`config.mk`:
```
export PLATFORM = sky130hd
export DESIGN_NAME = apb2wb_bridge
export DESIGN_NICKNAME = d
export VERILOG_FILES = /design/src/rtl/apb2wb_bridge.sv
export SDC_FILE = /design/constraint.sdc
export NUM_CORES = 1
export LEC_CHECK = 0
export ABC_AREA = 1
export ABC_CLOCK_PERIOD_IN_PS = 2200
export BUFFER_PORTS_ARGS = -buffer_cell sky130_fd_sc_hd__buf_2
export CORE_ASPECT_RATIO = 1.2
export CORE_MARGIN = 4
export CORE_UTILIZATION = 37
export DETAILED_ROUTE_END_ITERATION = 8
export GPL_TIMING_DRIVEN = 0
export PLACE_DENSITY = 0.74
export SLEW_MARGIN = 20
export SYNTH_ARGS = -nofsm -noshare
export SYNTH_HDL_FRONTEND = slang
export SYNTH_SLANG_ARGS = --single-unit
```
`constraint.sdc`:
```
create_clock -name clk -period 2.2 [get_ports clk]
set_input_delay 0.11 -clock clk [delete_from_list [all_inputs] [get_ports clk]]
set_output_delay 0.11 -clock clk [all_outputs]
set_load 0.02 [all_outputs]
```
`src/rtl/apb2wb_bridge.sv`:
```
// APB3 slave to Wishbone classic master bridge with one outstanding access.
// All bus-facing outputs are registered. A Wishbone error or a timeout
// returns PSLVERR, so a missing peripheral cannot stall the APB side.
module apb2wb_bridge #(
    parameter int AW        = 12,
    parameter bit BYTE_MODE = 1'b1,
    parameter int TIMEOUT   = 255
) (
    input  logic          clk,
    input  logic          rst_n,
    input  logic [AW-1:0] i_paddr,
    input  logic          i_psel,
    input  logic          i_penable,
    input  logic          i_pwrite,
    input  logic [31:0]   i_pwdata,
    output logic [31:0]   o_prdata,
    output logic          o_pready,
    output logic          o_pslverr,
    output logic [AW-3:0] o_wb_adr,
    output logic [31:0]   o_wb_dat,
    output logic [3:0]    o_wb_sel,
    output logic          o_wb_we,
    output logic          o_wb_cyc,
    output logic          o_wb_stb,
    input  logic [31:0]   i_wb_rdt,
    input  logic          i_wb_ack,
    input  logic          i_wb_err
);

    typedef enum logic [1:0] {
        ST_IDLE = 2'd0,
        ST_WB   = 2'd1,
        ST_RESP = 2'd2
    } state_t;

    // Last counter value before abort; TIMEOUT=1 aborts in the first WB cycle.
    localparam logic [15:0] TO_LAST = 16'(TIMEOUT - 1);

    // Write lanes: an 8-bit peripheral sees the byte on every lane.
    function automatic logic [31:0] wr_lanes(input logic [31:0] wd);
        if (BYTE_MODE) begin
            wr_lanes = {4{wd[7:0]}};
        end else begin
            wr_lanes = wd;
        end
    endfunction

    // Byte select follows the byte offset only for 8-bit peripherals.
    function automatic logic [3:0] sel_for(input logic [1:0] ofs);
        if (BYTE_MODE) begin
            sel_for = 4'b0001 << ofs;
        end else begin
            sel_for = 4'b1111;
        end
    endfunction

    // Read data: 8-bit peripherals return only bits 7:0, zero-extended.
    function automatic logic [31:0] rd_data(input logic [31:0] rdt);
        if (BYTE_MODE) begin
            rd_data = {24'd0, rdt[7:0]};
        end else begin
            rd_data = rdt;
        end
    endfunction

    state_t        state_q, state_d;
    logic [15:0]   cnt_q, cnt_d;
    logic [AW-3:0] adr_q, adr_d;
    logic [31:0]   dat_q, dat_d;
    logic [3:0]    sel_q, sel_d;
    logic          we_q, we_d;
    logic          cyc_q, cyc_d;
    logic          pready_q, pready_d;
    logic          pslverr_q, pslverr_d;
    logic [31:0]   prdata_q, prdata_d;

    // Next-state and next-output logic; pready only rises on the WB exit edge.
    always_comb begin
        state_d   = state_q;
        cnt_d     = cnt_q;
        adr_d     = adr_q;
        dat_d     = dat_q;
        sel_d     = sel_q;
        we_d      = we_q;
        cyc_d     = cyc_q;
        pready_d  = 1'b0;
        pslverr_d = pslverr_q;
        prdata_d  = prdata_q;
        case (state_q)
            ST_IDLE: begin
                pslverr_d = 1'b0;
                if (i_psel && i_penable && !pready_q) begin
                    adr_d   = i_paddr[AW-1:2];
                    dat_d   = wr_lanes(i_pwdata);
                    sel_d   = sel_for(i_paddr[1:0]);
                    we_d    = i_pwrite;
                    cyc_d   = 1'b1;
                    cnt_d   = 16'd0;
                    state_d = ST_WB;
                end else begin
                    state_d = ST_IDLE;
                end
            end
            ST_WB: begin
                if (i_wb_err) begin
                    cyc_d     = 1'b0;
                    pready_d  = 1'b1;
                    pslverr_d = 1'b1;
                    prdata_d  = 32'd0;
                    state_d   = ST_RESP;
                end else if (i_wb_ack) begin
                    cyc_d     = 1'b0;
                    pready_d  = 1'b1;
                    pslverr_d = 1'b0;
                    prdata_d  = rd_data(i_wb_rdt);
                    state_d   = ST_RESP;
                end else if (cnt_q >= TO_LAST) begin
                    cyc_d     = 1'b0;
                    pready_d  = 1'b1;
                    pslverr_d = 1'b1;
                    prdata_d  = 32'd0;
                    state_d   = ST_RESP;
                end else if (cnt_q != 16'hFFFF) begin
                    cnt_d = cnt_q + 16'd1;
                end else begin
                    cnt_d = cnt_q;
                end
            end
            ST_RESP: begin
                pslverr_d = 1'b0;
                state_d   = ST_IDLE;
            end
            default: begin
                cyc_d     = 1'b0;
                pslverr_d = 1'b0;
                state_d   = ST_IDLE;
            end
        endcase
    end

    // State and output registers; reset clears every output immediately.
    always_ff @(posedge clk or negedge rst_n) begin
        if (!rst_n) begin
            state_q   <= ST_IDLE;
            cnt_q     <= 16'd0;
            adr_q     <= '0;
            dat_q     <= 32'd0;
            sel_q     <= 4'd0;
            we_q      <= 1'b0;
            cyc_q     <= 1'b0;
            pready_q  <= 1'b0;
            pslverr_q <= 1'b0;
            prdata_q  <= 32'd0;
        end else begin
            state_q   <= state_d;
            cnt_q     <= cnt_d;
            adr_q     <= adr_d;
            dat_q     <= dat_d;
            sel_q     <= sel_d;
            we_q      <= we_d;
            cyc_q     <= cyc_d;
            pready_q  <= pready_d;
            pslverr_q <= pslverr_d;
            prdata_q  <= prdata_d;
        end
    end

    assign o_prdata  = prdata_q;
    assign o_pready  = pready_q;
    assign o_pslverr = pslverr_q;
    assign o_wb_adr  = adr_q;
    assign o_wb_dat  = dat_q;
    assign o_wb_sel  = sel_q;
    assign o_wb_we   = we_q;
    assign o_wb_cyc  = cyc_q;
    assign o_wb_stb  = cyc_q;

endmodule

```
==> key figures <==
Critical path
  – Crit path max-delay family: simple AND/OR/NAND/NOR gates
  – Worst Path Required: approximately 2.4 ns
  – Slowest cell on crit path: dfrtp_1
  – Worst path most repeated cell: buf_2
  – Sequence of cells on the critical path: nand3b_1 -> nor2_1 -> inv_1 -> buf_2 -> buf_2 -> nand3_1 -> nand2_1
  – Crit path kind: register to register
  – CP arrival: approximately 1.7 ns
  – CP Capture Type: register
  – Buf/Inv on CP: 3
  – CP Max Fanout: 10
  – Worst Setup Start Kind: register
  – Reg2reg setup slack: around 0.74 ns
  – CP max stage delay: around 0.4 ns

Die
  – # rows: 34
  – Die width: about 87 um
  – Die H: between 100 and 150 um
  – Io pins: 166
  – Die area: 8900 um2
  – Initial Util: between 30% and 40%
  – Core ar.: 7230 um2

Timing
  – Final Hold Fails: 0
  – Setup TNS: 0 ns
  – Slew margin rel.: approximately 58%
  – Final min period: between 1 and 1.5 ns
  – Final setup skew: ~0.005 ns
  – Min Hold Slack: approximately 0.0087 ns
  – Max-slew violations: 0
  – Fin worst setup slack: around 0.74 ns
  – Unrepaired setup endpoints after global routing: no
  – F_max: ~0.68 GHz
  – Endpoints failing setup: 0
  – Crit share post-route: between 60% and 70%
  – Worst slew pin tran: around 0.63 ns

Outcome
  – Status: complete, no violations

Pwr
  – Clk network pwr share: ~16%
  – Comb pwr share: between 40% and 50%
  – Cell Pwr Density: around 950 nW/um2
  – Net Sw Power: around 1.4 mW
  – Peak supply drop: approximately 570 uV
  – Sequential power share: 38.6%
  – Int Pwr: about 2.0 mW
  – Switching share of total power: 40.1%
  – Static Leak: 2.06 nW

Clock network
  – Clock buffer depth: 2
  – Clk root buf: clkbuf_8
  – H-tree Lvls: 2
  – TritonCTS buffer count: 5
  – Clk slew on worst S/H paths: around 0.090 ns
  – CTS tree: yes
  – PostCTS Resize Cnt: 0
  – Clock sink count: between 50 and 60
  – Clock Latency Late Sink: 0.30 ns

Routing
  – Via/cell ratio: 4.16
  – Drt total wl: between 5000 and 6000 um
  – DR pass1 iterations: 4
  – Routed WL per cell: 10.3 um
  – Post-route ant nets: 0
  – Routed via count: 2261
  – 1st-iter DRT viols: approximately 130
  – Post-route DRC: 0

Layout
  – Number of fillers in the final layout: roughly 690
  – Antenna Cells: 0
  – Final #Nets: 538
  – Ratio of cells with drive above 1 in the final layout: 40.7%
  – Area Overhead vs Synth: 28.9%
  – Final Cell Area: approximately 3600 um2
  – Final instance count without filler cells: about 540

Global route
  – Most used routing layer: met2
  – GR Util met2: between 20% and 30%
  – Global-route track usage on met1: between 10% and 20%
  – Grt ovf: 0
  – First-pass GRT wire length: between 8000 and 9000 um
  – GR Util All Layers: between 10% and 20%
  – Largest net degree at the start of global routing: 53
  – Initial antenna violation count: 0
  – GRT met3 Usage: 3.44%
  – Vias in the first global route: around 2.1k

Placed design
  – Post-Place Worst Slack: 0.738 ns
  – Placed inst area: 3420 um2
  – Hpwl dp: between 4000 and 5000 um
  – Port-buffer cells: 92
  – Cells after DPL: ~530
  – Final Wtd Congestion: around 0.83

Synth
  – Synth unique cells: 23
  – Syn Inst Count: roughly 330
  – Top cell type by total area after synthesis: dfrtp_1
  – Top cells by area, synth: dfrtp_1 (47%), nand2_1 (14%), buf_4 (13%)
  – YS warnings: 0
  – Netlist Area Pre-Place: roughly 2800 um2
  – Sequential area share after synthesis: 47.2%
  – Top-area cell type share of the netlist area: a little under half
  – Synthesis-stage register bit count: 52
  – Avg Synthesized Cell Area: around 8.4 um2

Worst hold path
  – Hold Crit Class: input port to register

Job
  – Max_cap viols: 0
==> synthesized netlist by cell type <==
cell,number
buf_12,1
buf_2,6
buf_4,49
buf_6,3
clkinv_1,1
conb_1,1
dfrtp_1,52
ha_1,2
inv_1,27
nand2_1,106
nand2_2,6
nand2_4,2
nand3_1,23
nand3_2,1
nand3b_1,1
nand4_1,2
nor2_1,18
nor2_2,9
nor2_4,1
o21ai_0,1
o21ai_2,8
o31ai_1,4
xnor2_1,3
==> cells in the final DEF, fill, tap and decap left out <==
master,n
dfrtp_1,52
o21ai_2,8
clkinv_1,1
clkinvlp_4,1
nand3_1,23
buf_6,3
nor2_2,9
xnor2_1,3
ha_1,2
buf_12,1
nand2_4,2
clkbuf_1,1
conb_1,24
nor2_4,1
dlygate4sd3_1,4
o21ai_0,1
nand2_2,6
nand3_2,1
o31ai_1,4
nand3b_1,1
clkbuf_8,6
nor2_1,18
buf_4,50
nand2_1,106
nand4_1,2
buf_2,97
inv_1,27
==> area by class of cell <==
type                            count  area [um2]  share of cell area, %
Buffer                             59         452                   12.7
Clock buffer                        7        86.3                   2.43
Clock inverter                      1        7.51                  0.211
Inverter                           28         105                   2.96
Multi-Input combinational cell    211         985                   27.7
Sequential cell                    52        1300                   36.6
Tap cell                           90         113                   3.17
Timing Repair Buffer               96         503                   14.2
==> power groups by stage <==
stage / Sequential, mW / Clock [mW] / Combinational, mW
final: 1.31 / 0.551 / 1.53
after detailed placement: 1.33 / 0 / 1.54
after CTS: 1.31 / 0.572 / 1.55
after global routing: 1.34 / 0.615 / 1.67
after floorplan: 1.55 / 0 / 0.822
after global placement: 1.32 / 0 / 1.51
==> cell families (layout without fill, tap and decap cells) <==
family,Yosys count,count (layout),share of synthesized area [%]
simple gates,169,169,26.8
buf+inv,87,191,20.2
flops,52,52,47.2
compound gates,13,13,3.81
xor+xnor,3,3,0.953
fa+ha+maj,2,2,0.908
other cells,1,24,0.136
==> registers in the layout, indices dropped and copies added, names as in the netlist <==
register,cells
o_wb_dat,8
o_wb_cyc,1
o_pready,1
state_q,2
o_wb_we,1
o_wb_sel,4
cnt_q,16
o_prdata,8
o_wb_adr,10
o_pslverr,1
==> worst reg2reg max path: cells and delay by family, from the launching register on <==
kind | cells | cell delay [ns]
AND/OR/NAND/NOR | 4 | 0.49
buffers and inverters | 3 | 0.48
flip-flops | 1 | 0.39
==> routing by layer <==
layer / wire length [um] / vias to the layer above
met5: 0 / -
met4: 55 / 0
met3: 473 / 5
met2: 2830 / 78
met1: 2220 / 1004
li1: - / 1174
==> worst paths after layout <==
| kind | from | endpoint | cells after the start |
|---|---|---|---|
| setup / recovery | o_pready | cnt_q[0] | 7 |
| hold / removal | i_paddr[4] | o_wb_adr[2] | 3 |
| setup reg to reg | o_pready | cnt_q[0] | 7 |
| hold reg to reg | o_wb_adr[8] | o_wb_adr[8] | 2 |
| max in group asynchronous | rst_n | o_prdata[1] | 2 |
| min in group asynchronous | rst_n | cnt_q[15] | 2 |
==> stage by stage <==
stage | total power [mW] | utilization, %
after floorplan | 2.38 | -
after global placement | 2.83 | 47.2
after detailed placement | 2.87 | 47.3
after CTS | 3.43 | 49.0
after global routing | 3.63 | 49.1
final | 3.39 | 49.1
==> what timing repair did <==
action | in CTS | in global routing
hold buffers | 3 | 1
endpoints found under the hold margin | 54 | 1
buffers inserted | 0 | 0
No activity file was read; power rests on OpenSTA's default activity.
